`src/rtl/gr8ram_pkg.sv`:
```
// Shared constants for the GR8RAM DRAM path: owner codes, Apple bus states, refresh defaults.
// Latency: n/a (declarations only).
// Backpressure: n/a.
package gr8ram_pkg;

    // DRAM owner encoding, as presented on the Owner output
    localparam logic [1:0] OWN_IDLE = 2'b00;
    localparam logic [1:0] OWN_CPU  = 2'b01;
    localparam logic [1:0] OWN_REF  = 2'b10;
    localparam logic [1:0] OWN_COPY = 2'b11;

    // Apple bus states; 0 means the bus phase tracker is not yet synced
    localparam logic [2:0] S_UNSYNC = 3'd0;
    localparam logic [2:0] S1 = 3'd1;
    localparam logic [2:0] S2 = 3'd2;
    localparam logic [2:0] S3 = 3'd3;
    localparam logic [2:0] S4 = 3'd4;
    localparam logic [2:0] S5 = 3'd5;
    localparam logic [2:0] S6 = 3'd6;
    localparam logic [2:0] S7 = 3'd7;

    // Refresh defaults
    localparam int REF_PERIOD_DEF   = 13;
    localparam int REF_MAX_PEND_DEF = 4;

    // While unsynced, one refresh tick is synthesised every seven C7M cycles
    localparam logic [2:0] UNSYNC_DIV_LAST = 3'd6;

    // Access currently holding (or about to hold) the DRAM
    typedef enum logic [2:0] {
        ACC_IDLE,
        ACC_REF,
        ACC_COPY,
        ACC_RD,
        ACC_WR
    } acc_t;

    function automatic logic [1:0] owner_of(input acc_t a);
        case (a)
            ACC_REF:        owner_of = OWN_REF;
            ACC_COPY:       owner_of = OWN_COPY;
            ACC_RD, ACC_WR: owner_of = OWN_CPU;
            default:        owner_of = OWN_IDLE;
        endcase
    endfunction

    // {CAS1, CAS0} for a single-bank access
    function automatic logic [1:0] cas_sel(input logic bank);
        cas_sel = bank ? 2'b10 : 2'b01;
    endfunction

endpackage

```
`src/rtl/dram_ref_ctr.sv`:
```
// Refresh period counter plus saturating count of refreshes still owed.
// Latency: count updates one C7M edge after tick/dec; pend_nz follows the count directly.
// Backpressure: none; excess requests beyond REF_MAX_PEND are dropped by saturation.
module dram_ref_ctr
    import gr8ram_pkg::*;
#(
    parameter int REF_PERIOD   = REF_PERIOD_DEF,
    parameter int REF_MAX_PEND = REF_MAX_PEND_DEF
) (
    input  logic                                  C7M,
    input  logic                                  RES,
    input  logic                                  tick,
    input  logic                                  dec,
    output logic                                  pend_nz,
    output logic [$clog2(REF_MAX_PEND + 1)-1:0]   pend_cnt
);
    localparam int CW = $clog2(REF_PERIOD);
    localparam int PW = $clog2(REF_MAX_PEND + 1);

    logic [CW-1:0] period_cnt;
    logic          wrap;

    assign wrap    = tick && (period_cnt == CW'(REF_PERIOD - 1));
    assign pend_nz = (pend_cnt != '0);

    // Count bus-cycle ticks, wrapping once per refresh period
    always_ff @(posedge C7M or posedge RES) begin
        if (RES) begin
            period_cnt <= '0;
        end else if (tick) begin
            period_cnt <= wrap ? '0 : period_cnt + CW'(1);
        end
    end

    // A simultaneous wrap and completed refresh cancel each other out
    always_ff @(posedge C7M or posedge RES) begin
        if (RES) begin
            pend_cnt <= '0;
        end else if (wrap && !dec) begin
            if (pend_cnt != PW'(REF_MAX_PEND)) pend_cnt <= pend_cnt + PW'(1);
        end else if (dec && !wrap) begin
            if (pend_cnt != '0) pend_cnt <= pend_cnt - PW'(1);
        end
    end

endmodule

```
`src/rtl/dram_sched.sv`:
```
// DRAM strobe scheduler: refresh/copy in S1..S3, reserved CPU window in S4..S7 (copy port under DRAM_SCHED_COPY_EN).
// Latency: strobes are registered; the pattern for the bus state sampled on an edge appears right after it.
// Backpressure: CPU never waits; copy holds CopyReq until a one-cycle CopyAck, refresh accrues as pending count.
module dram_sched
    import gr8ram_pkg::*;
#(
    parameter int REF_PERIOD   = REF_PERIOD_DEF,
    parameter int REF_MAX_PEND = REF_MAX_PEND_DEF
) (
    input  logic       C7M,
    input  logic       RES,
    input  logic [2:0] S,
    input  logic       CpuReq,
    input  logic       CpuWr,
    input  logic       CpuBank,
    input  logic       CopyReq,
    input  logic       CopyBank,
    output logic       CopyAck,
    output logic       RAS,
    output logic       CAS0,
    output logic       CAS1,
    output logic       CASel,
    output logic [1:0] Owner,
    output logic       RefPend
);
    localparam int PW = $clog2(REF_MAX_PEND + 1);

    acc_t          acc, acc_n;
    logic          bank, bank_n;
    logic [2:0]    prev_s;
    logic [2:0]    udiv;
    logic [1:0]    cas_q, cas_n;
    logic          ras_n, casel_n, ack_n, dec, tick, abort;
    logic          copy_req, copy_bank;
    logic [PW-1:0] pend_cnt;
    logic          unused_ok;

`ifdef DRAM_SCHED_COPY_EN
    assign copy_req  = CopyReq;
    assign copy_bank = CopyBank;
    assign unused_ok = ^pend_cnt;
`else
    // Background window serves refresh only; copy port is inert
    assign copy_req  = 1'b0;
    assign copy_bank = 1'b0;
    assign unused_ok = ^{pend_cnt, CopyReq, CopyBank};
`endif

    assign CAS0 = cas_q[0];
    assign CAS1 = cas_q[1];

    // Refresh keeps accruing while unsynced via a divide-by-7 stand-in for S3
    assign tick  = (S == S3) || ((S == S_UNSYNC) && (udiv == UNSYNC_DIV_LAST));
    // Losing sync, or an S1 that interrupts a live access, kills the access
    assign abort = (S == S_UNSYNC) || ((S == S1) && (prev_s != S7) && (acc != ACC_IDLE));

    dram_ref_ctr #(
        .REF_PERIOD   (REF_PERIOD),
        .REF_MAX_PEND (REF_MAX_PEND)
    ) u_ref (
        .C7M      (C7M),
        .RES      (RES),
        .tick     (tick),
        .dec      (dec),
        .pend_nz  (RefPend),
        .pend_cnt (pend_cnt)
    );

    // Unsynced bus-cycle divider
    always_ff @(posedge C7M or posedge RES) begin
        if (RES)                    udiv <= '0;
        else if (S != S_UNSYNC)     udiv <= '0;
        else if (udiv == UNSYNC_DIV_LAST) udiv <= '0;
        else                        udiv <= udiv + 3'd1;
    end

    // Next access and strobe pattern from the sampled bus state
    always_comb begin
        acc_n   = acc;
        bank_n  = bank;
        ras_n   = 1'b0;
        cas_n   = 2'b00;
        casel_n = 1'b0;
        ack_n   = 1'b0;
        dec     = 1'b0;
        if (abort) begin
            acc_n = ACC_IDLE;
        end else begin
            case (S)
                S1: begin
                    if (RefPend) begin
                        acc_n = ACC_REF;
                        cas_n = 2'b11;
                    end else if (copy_req) begin
                        acc_n  = ACC_COPY;
                        bank_n = copy_bank;
                        ras_n  = 1'b1;
                    end else begin
                        acc_n = ACC_IDLE;
                    end
                end
                S2, S3: begin
                    if (acc == ACC_REF) begin
                        ras_n = 1'b1;
                        cas_n = 2'b11;
                        dec   = (S == S3);
                    end else if (acc == ACC_COPY) begin
                        ras_n   = 1'b1;
                        casel_n = 1'b1;
                        cas_n   = cas_sel(bank);
                        ack_n   = (S == S3);
                    end
                end
                S4: begin
                    if (CpuReq) begin
                        acc_n  = CpuWr ? ACC_WR : ACC_RD;
                        bank_n = CpuBank;
                    end else begin
                        acc_n = ACC_IDLE;
                    end
                end
                S5: begin
                    if (acc == ACC_RD) begin
                        ras_n   = 1'b1;
                        casel_n = 1'b1;
                    end
                end
                S6: begin
                    if (acc == ACC_RD || acc == ACC_WR) begin
                        ras_n   = 1'b1;
                        casel_n = 1'b1;
                        cas_n   = (acc == ACC_RD) ? cas_sel(bank) : 2'b00;
                    end
                end
                S7: begin
                    if (acc == ACC_RD || acc == ACC_WR) begin
                        ras_n   = 1'b1;
                        casel_n = 1'b1;
                        cas_n   = cas_sel(bank);
                    end
                end
                default: ;
            endcase
        end
    end

    // Access state and registered strobes; Owner is idle whenever no strobe is driven
    always_ff @(posedge C7M or posedge RES) begin
        if (RES) begin
            acc     <= ACC_IDLE;
            bank    <= 1'b0;
            prev_s  <= S_UNSYNC;
            RAS     <= 1'b0;
            cas_q   <= 2'b00;
            CASel   <= 1'b0;
            CopyAck <= 1'b0;
            Owner   <= OWN_IDLE;
        end else begin
            acc     <= acc_n;
            bank    <= bank_n;
            prev_s  <= S;
            RAS     <= ras_n;
            cas_q   <= cas_n;
            CASel   <= casel_n;
            CopyAck <= ack_n;
            Owner   <= (ras_n || (cas_n != 2'b00)) ? owner_of(acc_n) : OWN_IDLE;
        end
    end

endmodule

```
`config.mk`:
```
export PLATFORM = sky130hd
export DESIGN_NAME = dram_sched
export DESIGN_NICKNAME = d
export VERILOG_FILES = /design/src/rtl/gr8ram_pkg.sv /design/src/rtl/dram_ref_ctr.sv /design/src/rtl/dram_sched.sv
export SDC_FILE = /design/constraint.sdc
export NUM_CORES = 1
export LEC_CHECK = 0
export ABC_CLOCK_PERIOD_IN_PS = 6400
export BUFFER_PORTS_ARGS = -buffer_cell sky130_fd_sc_hd__buf_2
export CORE_UTILIZATION = 30
export CTS_BUF_LIST = sky130_fd_sc_hd__clkbuf_8
export CTS_CLUSTER_DIAMETER = 30
export CTS_CLUSTER_SIZE = 12
export DETAILED_ROUTE_END_ITERATION = 8
export GPL_TIMING_DRIVEN = 1
export SETUP_SLACK_MARGIN = 0.5
export SLEW_MARGIN = 20
export SYNTH_ARGS = -nofsm -noshare
export SYNTH_HDL_FRONTEND = slang
export SYNTH_SLANG_ARGS = --single-unit
```
`constraint.sdc`:
```
create_clock -name C7M -period 6.4 [get_ports C7M]
set_input_delay 0.32 -clock C7M [delete_from_list [all_inputs] [get_ports C7M]]
set_output_delay 0.32 -clock C7M [all_outputs]
set_load 0.01 [all_outputs]
```
==> results.cfg, run 1 <==
[critical_path]
crit_chain = inv_1 > ha_1 > and3_1 > o2111ai_1 > fa_1 > o21bai_1 > o41ai_1 > a31oi_1 > a21oi_1
cp-end-kind = flip-flop
worstPathMaxFanout = 8
crit_path_start_kind = flip-flop
cp.arrival_ns = 2.61
cp_slowest_cell = fa_1
required_ns = 6.59
path_class = flip-flop to flip-flop
max_stage_delay_ns = 0.45

[global_routing]
grt_pass1_wl_um = 4640
antenna_found_initial = 0
overflow = 0
grt_usage_pct = 11.6
grt_pass1_vias = 984
grt_max_degree = 25

[clocking]
insertion_delay_ns = 0.26
htree_levels = 1
cts_root_buf = clkbuf_8
cts_hold_buf = 0
cts.path.max_buffers = 2
cts_sinks = 24
post-cts-setup-buffers = 0
numCtsBuffers = 3
clkTransAtPathRegs_ns = 0.07
ctsResizeCount = 0
cts_tree = done

[pwr]
pwr_density_cell_mw_per_mm2 = 269
p_comb_share_pct = 30.0
p_seq_share_pct = 49.5
power.leakage_nw = 0.688
power_switching_mw = 0.137
clockPowerShare_pct = 20.5
max-vdd-ir-drop_mv = 0.0853
power_mw = 0.412
internal_power_mw = 0.275
p_sw_share_pct = 33.2

[logic_synthesis]
synth-seq-cells = 24
synthArstFlopShare_pct = 100
synth-edff-count = 0
seq_area_frac_synth_pct = 42.9
yosys_most_used_dff = dfrtp_1
yosysWarnings = 0
syn_avg_cell_area_um2 = 9.22
synth_fp_nets = 165
yosysUniqueCellTypes = 49
syn-cell-area_mm2 = 0.00140
syn_inst = 152

[die]
initial_core_util_pct = 31.7
fp-row-count = 24
coreArea_mm2 = 0.00441
die_y_um = 70.3
io-pin-count = 18
die_x_um = 70.3
die_area_mm2 = 0.00495

[layout]
fin_cells = 211
finalInstanceArea_mm2 = 0.00153
area.growth.synth_to_final_pct = 9.02
nets = 174
diodes = 0
layout-drive-gt1-share_pct = 17.0

[routing]
dr.pass1.iters = 4
wire_per_inst_um = 12.7
drc = 0
via_count = 1130
via_per_inst = 5.36
drt_wl_total_um = 2690
detail_route.iter0.violations = 69
ant_nets = 0

[timing]
skew_ns = 0.000724
rsz0062_at_grt = no
finalSetupTns_ns = 0
post-route-period-util_pct = 37.8
finalSetupViolCount = 0
fmax_ghz = 0.413
timing.slew.headroom_pct = 40.8
fin_crit_ns = 2.42
tightest_slew_ns = 0.887
finalMaxSlewViolations = 0
finalHoldViolCount = 0

[flow_run]
maxCapViolCount = 0

[placed_design]
gp_congestion = 0.776
dpl_cell_area_mm2 = 0.00149
dp.cells = 208
portBuffers = 15
hpwlAfterDp_um = 1910

[outcome]
status = completed

[worst_hold_path]
hp-class = primary input to async pin
## synth_stat cells (2+ instances only)
master,n,area [µm²]
dfrtp_1,24,601
inv_1,12,45.0
a21oi_1,11,55.1
nand2_1,11,41.3
nor2_1,10,37.5
clkbuf_1,5,18.8
nand3_1,5,25.0
nor3_1,5,25.0
o22ai_1,5,31.3
a211oi_1,4,30.0
buf_2,4,20.0
o21ai_0,4,20.0
and2_1,3,18.8
nand3b_1,3,22.5
or3_1,3,18.8
a21o_1,2,15.0
a31oi_1,2,12.5
and3_1,2,12.5
ha_1,2,25.0
mux2_2,2,22.5
nand4b_1,2,17.5
nor2b_1,2,12.5
nor4_1,2,12.5
or4b_2,2,20.0
## power by group through the flow
stage                     combinational [mW]  sequential, mW  clock [mW]
after floorplan                        0.104           0.198           0
after global placement                 0.123           0.207           0
after detailed placement               0.124           0.207           0
after CTS                              0.125           0.204      0.0912
after global routing                   0.140           0.209      0.0970
final                                  0.123           0.204      0.0843
## state kept, by name, summed over array words and instances, names as in the netlist
signal,count
u_ref.period_cnt,4
acc,3
prev_s,3
u_ref.pend_cnt,3
udiv,3
Owner,2
cas_q,2
CASel,1
CopyAck,1
RAS,1
bank,1
## critical path: cells and delay by family (launching register included)
kind / cells / cell delay (ns)
buffers and inverters: 1 / 0.12
AOI/OAI and AO/OA: 5 / 0.81
and+or+nand+nor: 1 / 0.36
adders and majority gates: 2 / 0.65
DFF: 1 / 0.40
## through the flow
stage,hold WS [ns],util (%),setup WS [ns]
final,0.236,34.6,3.98
after global routing,0.280,34.6,3.77
after CTS,0.266,34.6,3.98
after detailed placement,0.486,33.7,4.01
after global placement,0.488,33.7,4.02
after floorplan,0.335,-,4.27
## kinds of logic (layout without fill, tap and decap cells)
group / Yosys count / in the layout / share of synthesized area (%)
AOI/OAI and AO/OA: 43 / 43 / 22.0
xor gates and xnor gates: 2 / 2 / 1.25
adders and majority gates: 3 / 3 / 3.21
buffers and inverters: 23 / 30 / 7.14
DFF: 24 / 24 / 42.9
muxes: 2 / 2 / 1.61
and+or+nand+nor: 55 / 55 / 22.0
## routing by layer
layer | track usage [%] | part of all wire (%) | up-vias
li1 | - | - | 574
met1 | 16.9 | 51 | 529
met2 | 17.1 | 43 | 25
met3 | 2.16 | 4.5 | 2
met4 | 3.33 | 1.2 | 0
met5 | 0 | 0 | -
## path summary, 6_finish.rpt
| path | start | to | slack [ns] | depth (start not counted) |
|---|---|---|---|---|
| worst max-delay path | u_ref.period_cnt[0] | u_ref.pend_cnt[2] | 3.98 | 9 |
| worst min-delay path | RES | u_ref.pend_cnt[2] | 0.24 | 2 |
| worst max register to register | u_ref.period_cnt[0] | u_ref.pend_cnt[2] | 3.98 | 9 |
| worst min register to register | u_ref.pend_cnt[2] | u_ref.pend_cnt[2] | 0.50 | 1 |
| max in group asynchronous | RES | u_ref.pend_cnt[0] | 5.61 | 2 |
| min in group C7M | CpuBank | bank | 0.30 | 2 |
## area by class of cell
| type | instances | area, µm² |
|---|---|---|
| Fill cell | 471 | 2890 |
| Multi-Input combinational cell | 105 | 701 |
| Sequential cell | 24 | 601 |
| Timing Repair Buffer | 15 | 75.1 |
| Tap cell | 52 | 65.1 |
| Inverter | 12 | 45.0 |
| Clock buffer | 3 | 41.3 |
## cell usage in the layout (no fill, tap or decap), types with 2 or more instances in the layout
| cell | n |
|---|---|
| dfrtp_1 | 24 |
| buf_2 | 15 |
| inv_1 | 12 |
| nand2_1 | 11 |
| a21oi_1 | 11 |
| nor2_1 | 10 |
| o22ai_1 | 5 |
| nand3_1 | 5 |
| nor3_1 | 5 |
| a211oi_1 | 4 |
| o21ai_0 | 4 |
| and2_1 | 3 |
| or3_1 | 3 |
| nand3b_1 | 3 |
| clkbuf_8 | 3 |
| nor4_1 | 2 |
| and3_1 | 2 |
| a21o_1 | 2 |
| mux2_2 | 2 |
| nor2b_1 | 2 |
| a31oi_1 | 2 |
| or4b_2 | 2 |
| nand4b_1 | 2 |
| ha_1 | 2 |
(Power assumes the default switching activity.)
==> inputs of run 2 (changes only) <==
- ABC_AREA: unset -> 1
- ABC_CLOCK_PERIOD_IN_PS: 6400 -> 2300
- clock period: 6.4 -> 2.3 ns (I/O delays scaled with it)
==> run 2 against run 1 <==
- sequential cell count unchanged
- setup slack got worse by 3.4 ns
- fmax is 41% higher
- worst hold slack got worse by 0.21 ns
- utilization rose by 2.5 points
- sequential share of layout area increased by 0.86 points
- non-clock buffer count up 4
- power grew to 2.9 times the previous value
- clock power grew to 3.4 times the previous value
- sequential power grew to 2.7 times the previous value
- critical path type unchanged
- largest power group unchanged
- highest routed layer unchanged
==> results.cfg, run 2 <==
[outcome]
status = completed

[critical_path]
required_ns = 2.47
path_class = flip-flop to flip-flop
cp_num_cells = 12
cp-startpoint = u_ref.period_cnt[0]
cp_slowest_cell = dfrtp_1
r2r_end = u_ref.pend_cnt[2]
critPathMostFrequentCell = nand2_1
cp.arrival_ns = 1.89
crit_chain = inv_2 > ha_4 > nand2_2 > nor2_4 > nand3_2 > fa_2 > inv_2 > nand2_1 > nand2_1 > nand2_1 > nand2_1 > nand2_1
crit_buf_inv = 2
max_stage_delay_ns = 0.41
endpoint = u_ref.pend_cnt[2]
worstPathMaxFanout = 3
cp-end-kind = flip-flop
crit_path_start_kind = flip-flop
reg2reg_depth = 12
rr_startpoint = u_ref.period_cnt[0]
crit_family = simple AND/OR/NAND/NOR gates
rrSetupSlack_ns = 0.58

[logic_synthesis]
synth_top_cells_by_count = 36 x nand2_1, 26 x nand3_1, 24 x dfrtp_1, 24 x inv_1, 14 x nor2_1
netlist.top_cell.by_area = dfrtp_1
synthMuxAreaShare_pct = 0
syn-cell-area_mm2 = 0.00126
synth.area.top_cells = dfrtp_1 48%, nand2_1 11%, nand3_1 10%
yosys_most_used_dff = dfrtp_1
syn_avg_cell_area_um2 = 7.88
synth_top_area_share_pct = 47.6
yosysMostFrequentCell = nand2_1
synth-adder-area-share_pct = 3.57
synthXorXnorAreaFrac_pct = 0.694
synth_fp_nets = 173
synth_top_family_by_area = simple AND/OR/NAND/NOR gates
syn_inst = 160
synth_compound_area_share_pct = 4.86
synth-seq-cells = 24
synth-edff-count = 0
seq_area_frac_synth_pct = 47.6
synthSimpleGateAreaFrac_pct = 33.7
synthArstFlopShare_pct = 100
yosysWarnings = 0
yosysUniqueCellTypes = 23

[timing]
timing.slew.headroom_pct = 40.5
post-route-period-util_pct = 74.7
finalHoldViolCount = 0
tightest_slew_ns = 0.892
fmax_ghz = 0.582
skew_ns = 0.00147
finalSetupTns_ns = 0
finalMaxSlewViolations = 0
finalSetupViolCount = 0
fin_crit_ns = 1.72
rsz0062_at_grt = no

[layout]
mostFrequentLayoutCells = 35 x nand2_1, 26 x nand3_1, 24 x dfrtp_1, 21 x inv_1, 15 x buf_2
layout_commonest_cell = nand2_1
nets = 196
diodes = 0
area.growth.synth_to_final_pct = 18.6
fin_cells = 232
layout-drive-gt1-share_pct = 24.7
largest_register_ffs = 4
largest_register = u_ref.period_cnt
finalInstanceArea_mm2 = 0.00150

[worst_hold_path]
hp-class = primary input to async pin

[pwr]
power_mw = 1.20
pwr_density_cell_mw_per_mm2 = 805
power.leakage_nw = 0.814
max-vdd-ir-drop_mv = 0.285

[routing]
dr.pass1.iters = 4
ant_nets = 0
wire_per_inst_um = 10.2
via_count = 1032
drc = 0
detail_route.iter0.violations = 46
drt_wl_total_um = 2360
via_per_inst = 4.45

[clocking]
clkTransAtPathRegs_ns = 0.08
numCtsBuffers = 3
htree_levels = 1
cts_tree = done
cts_root_buf = clkbuf_8
cts_hold_buf = 0
insertion_delay_ns = 0.27
cts_sinks = 24
cts.path.max_buffers = 2

[global_routing]
antenna_found_initial = 0
grt_pass1_wl_um = 3970
grt_pass1_vias = 893
overflow = 0
grt_usage_pct = 12.5
grt_max_degree = 25

[die]
fp-row-count = 23
io-pin-count = 18
die_area_mm2 = 0.00447
coreArea_mm2 = 0.00403
die_x_um = 66.8
die_y_um = 66.8
initial_core_util_pct = 31.3

[placed_design]
hpwlAfterDp_um = 1730
gp_congestion = 0.805
dp.cells = 224
dpl_cell_area_mm2 = 0.00139
portBuffers = 15

[flow_run]
maxCapViolCount = 0
[run 2: final cells by class]
class,count,area (µm²)
Multi-Input combinational cell,106,563
Fill cell,439,2530
Timing Repair Buffer,19,105
Inverter,29,109
Tap cell,50,62.6
Clock buffer,4,55.1
Sequential cell,24,601
[run 2: worst min path at each step]
| stage | end |
|---|---|
| 2_1_floorplan | CASel |
| 3_3_place_gp | prev_s[1] |
| 3_5_place_dp | prev_s[1] |
| 4_1_cts | prev_s[1] |
| 5_1_grt | prev_s[0] |
| 6_report | cas_q[0] |
[run 2: what timing repair did]
item | 4_1_cts | 5_1_grt
resized for setup | 0 | 8
endpoints found under the setup margin | 1 | 1
buffers inserted | 1 | 3
hold endpoints to repair | 0 | 0
pin swaps | 1 | 5
[run 2: kinds of logic (layout without fill, tap and decap cells)]
kind of cell | Yosys count | after routing
compound gates | 12 | 12
simple gates | 90 | 90
fa+ha+maj | 3 | 3
buf+inv | 30 | 52
xor+xnor | 1 | 1
flops | 24 | 24
[run 2: per-stage QoR]
| stage | hold slack (ns) | setup WS [ns] | util (%) |
|---|---|---|---|
| 5_1_grt | 0.0180 | 0.496 | 37.1 |
| 3_3_place_gp | 0.308 | 0.544 | 34.4 |
| 2_1_floorplan | 0.130 | 0.631 | - |
| 3_5_place_dp | 0.310 | 0.510 | 34.4 |
| 6_report | 0.0266 | 0.581 | 37.1 |
| 4_1_cts | 0.0211 | 0.519 | 36.0 |
[run 2: report_power, final]
part / internal [mW] / leakage [nW] / switching, mW / total [mW]
Sequential: 0.500 / 0.309 / 0.0600 / 0.560
Clock: 0.153 / 0.0288 / 0.133 / 0.286
Combinational: 0.142 / 0.477 / 0.215 / 0.357
Total: 0.795 / 0.814 / 0.409 / 1.20
[run 2: routing by layer]
layer  share of wire (%)  routed length [µm]  global-route usage, %  vias up
met1                  52                1220                   17.6      459
met5                   0                   0                      0        -
met4                 2.6                  62                   7.98        0
met2                  42                 980                   17.0       21
li1                    -                   -                      -      548
met3                 3.8                  90                   2.57        4
==> inputs of run 3 (changes only) <==
- ABC_CLOCK_PERIOD_IN_PS: 2300 -> 1480
- clock period: 2.3 -> 1.48 ns (I/O delays scaled with it)
==> run 3 against run 2 <==
- the flow now finishes with violations (setup timing)
- worst hold slack got worse by 0.0094 ns
- count of clock-buffer cells in the layout shrank 1
- clock skew is 0.0035 ns higher
- register-to-register slack worse by 0.73 ns
- die area is the same
- sequential cell count stayed put
- largest cell class is now multi-input gates
- highest routed layer unchanged
==> results.cfg, run 3 (same netlist as run 2, synthesis figures left out) <==
[critical_path]
rrSetupSlack_ns = -0.15
path_class = flip-flop to flip-flop
worstPathMaxFanout = 2
r2r_end = u_ref.pend_cnt[2]
crit_path_start_kind = flip-flop
reg2reg_depth = 12
cp_slowest_cell = dfrtp_1
max_stage_delay_ns = 0.39
rr_startpoint = u_ref.period_cnt[1]
required_ns = 1.64
cp-end-kind = flip-flop
crit_chain = inv_2 > ha_4 > nand2_4 > nor2_4 > nand3_2 > fa_2 > inv_2 > nand2_1 > nand2_1 > nand2_1 > nand2_1 > nand2_1
endpoint = u_ref.pend_cnt[2]
cp.arrival_ns = 1.78
critPathMostFrequentCell = nand2_1
cp-startpoint = u_ref.period_cnt[1]

[routing]
ant_nets = 0
top_layer = met4
via_count = 1127
met1Wirelength_um = 1260
detail_route.iter0.violations = 45
dr.pass1.iters = 4
wire_per_inst_um = 10.7
wl_met2_um = 1330
route.met3.wl_um = 72
via_per_inst = 4.45
drc = 0
drt_wl_total_um = 2700

[timing]
fin_crit_ns = 1.63
finalSetupTns_ns = -0.303
post-route-period-util_pct = 110
finalMaxSlewViolations = 0
finalSetupViolCount = 6
rsz0062_at_grt = yes
holdWs_ns = 0.0172
timing.slew.headroom_pct = 79.6
skew_ns = 0.00502
timing.final.ws_setup_ns = -0.145
finalHoldViolCount = 0
tightest_slew_ns = 0.305
fmax_ghz = 0.615

[pwr]
pwr_density_cell_mw_per_mm2 = 1130
power_mw = 2.05
power.leakage_nw = 0.956
power_switching_mw = 0.724
clockPowerShare_pct = 18.4
p_sw_share_pct = 35.3
p_comb_share_pct = 38.4
p_seq_share_pct = 43.2
internal_power_mw = 1.33
max-vdd-ir-drop_mv = 0.379

[layout]
diodes = 0
largest_register = u_ref.period_cnt
fillers = 414
nets = 218
mostFrequentLayoutCells = 25 x nand2_1, 23 x dfrtp_1, 19 x buf_4, 18 x nand3_1
layout_commonest_cell = nand2_1
multiInputGateArea_um2 = 693
area.growth.synth_to_final_pct = 44.6
largest_register_ffs = 4
register_area_um2 = 602
layout-drive-gt1-share_pct = 46.8

[flow_run]
maxCapViolCount = 0

[die]
coreArea_mm2 = 0.00403
die_x_um = 66.8
io-pin-count = 18
die_area_mm2 = 0.00447
die_y_um = 66.8
initial_core_util_pct = 31.3
fp-row-count = 23

[worst_hold_path]
hp-class = primary input to flip-flop
worstHoldStart = CpuBank

[clocking]
cts_root_buf = clkbuf_8
cts.path.max_buffers = 2
cts_tree = done
cts_sinks = 24
htree_levels = 1
clkTransAtPathRegs_ns = 0.08
numCtsBuffers = 3
insertion_delay_ns = 0.26

[global_routing]
overflow = 0
grt_pass1_wl_um = 4770
grt_max_degree = 25
grt_usage_pct = 14.3
antenna_found_initial = 0
grt_pass1_vias = 1150

[placed_design]
portBuffers = 15
gp_congestion = 0.793
hpwlAfterDp_um = 2010

[outcome]
violations = setup timing
status = finished, violations left
run 3: final cells by class:
class	count	share of cell area, %
tap	50	3.43
sequential	24	33.0
timing repair buffer	41	16.5
multi-input combinational	106	38.0
clock buffer	3	2.26
inverter	29	6.79
run 3: routing by layer:
layer  track usage [%]  vias to the layer above
met4              4.79                        0
met5                 0                        -
met2              24.7                       15
met3              2.57                        5
li1                  -                      591
met1              17.6                      516
run 3: power by group through the flow:
stage	registers (mW)	clock network (mW)	logic [mW]
CTS	0.879	0.393	0.736
floorplan	0.878	0	0.405
finish	0.886	0.378	0.789
global route	0.905	0.421	0.886
detailed placement	0.886	0	0.625
global placement	0.878	0	0.606
run 3: worst min path at each step:
stage / endpoint / slack, ns / cells past startpoint
detailed placement: CopyAck / 0.14 / 3
floorplan: CASel / 0.09 / 1
finish: bank / 0.02 / 3
CTS: bank / 0.02 / 3
global route: bank / 0.03 / 3
global placement: CopyAck / 0.14 / 3
run 3: timing repair:
item                       4_1_cts  5_1_grt
hold buffers                     1        0
pin swaps                       16        6
resized for setup               35       13
hold endpoints to repair        24        0
setup endpoints to repair       17       18
buffers inserted                 6        2
run 3: per-stage QoR:
step | setup slack (ns) | std cells | instance area [µm²] | util, %
after floorplan | -0.162 | 160 | 1290 | -
after global placement | -0.119 | 241 | 1540 | 38.3
after detailed placement | -0.186 | 241 | 1540 | 38.3
after CTS | -0.164 | 251 | 1760 | 43.7
after global routing | -0.284 | 253 | 1820 | 45.3
final | -0.145 | 253 | 1820 | 45.3
run 3: worst max-delay path: cells and delay by family, from the launching register on:
kind,cells,cell delay (ns)
buffers and inverters,2,0.14
AND/OR/NAND/NOR,8,0.49
adder cells (fa/ha/maj),2,0.50
flip-flops,1,0.39
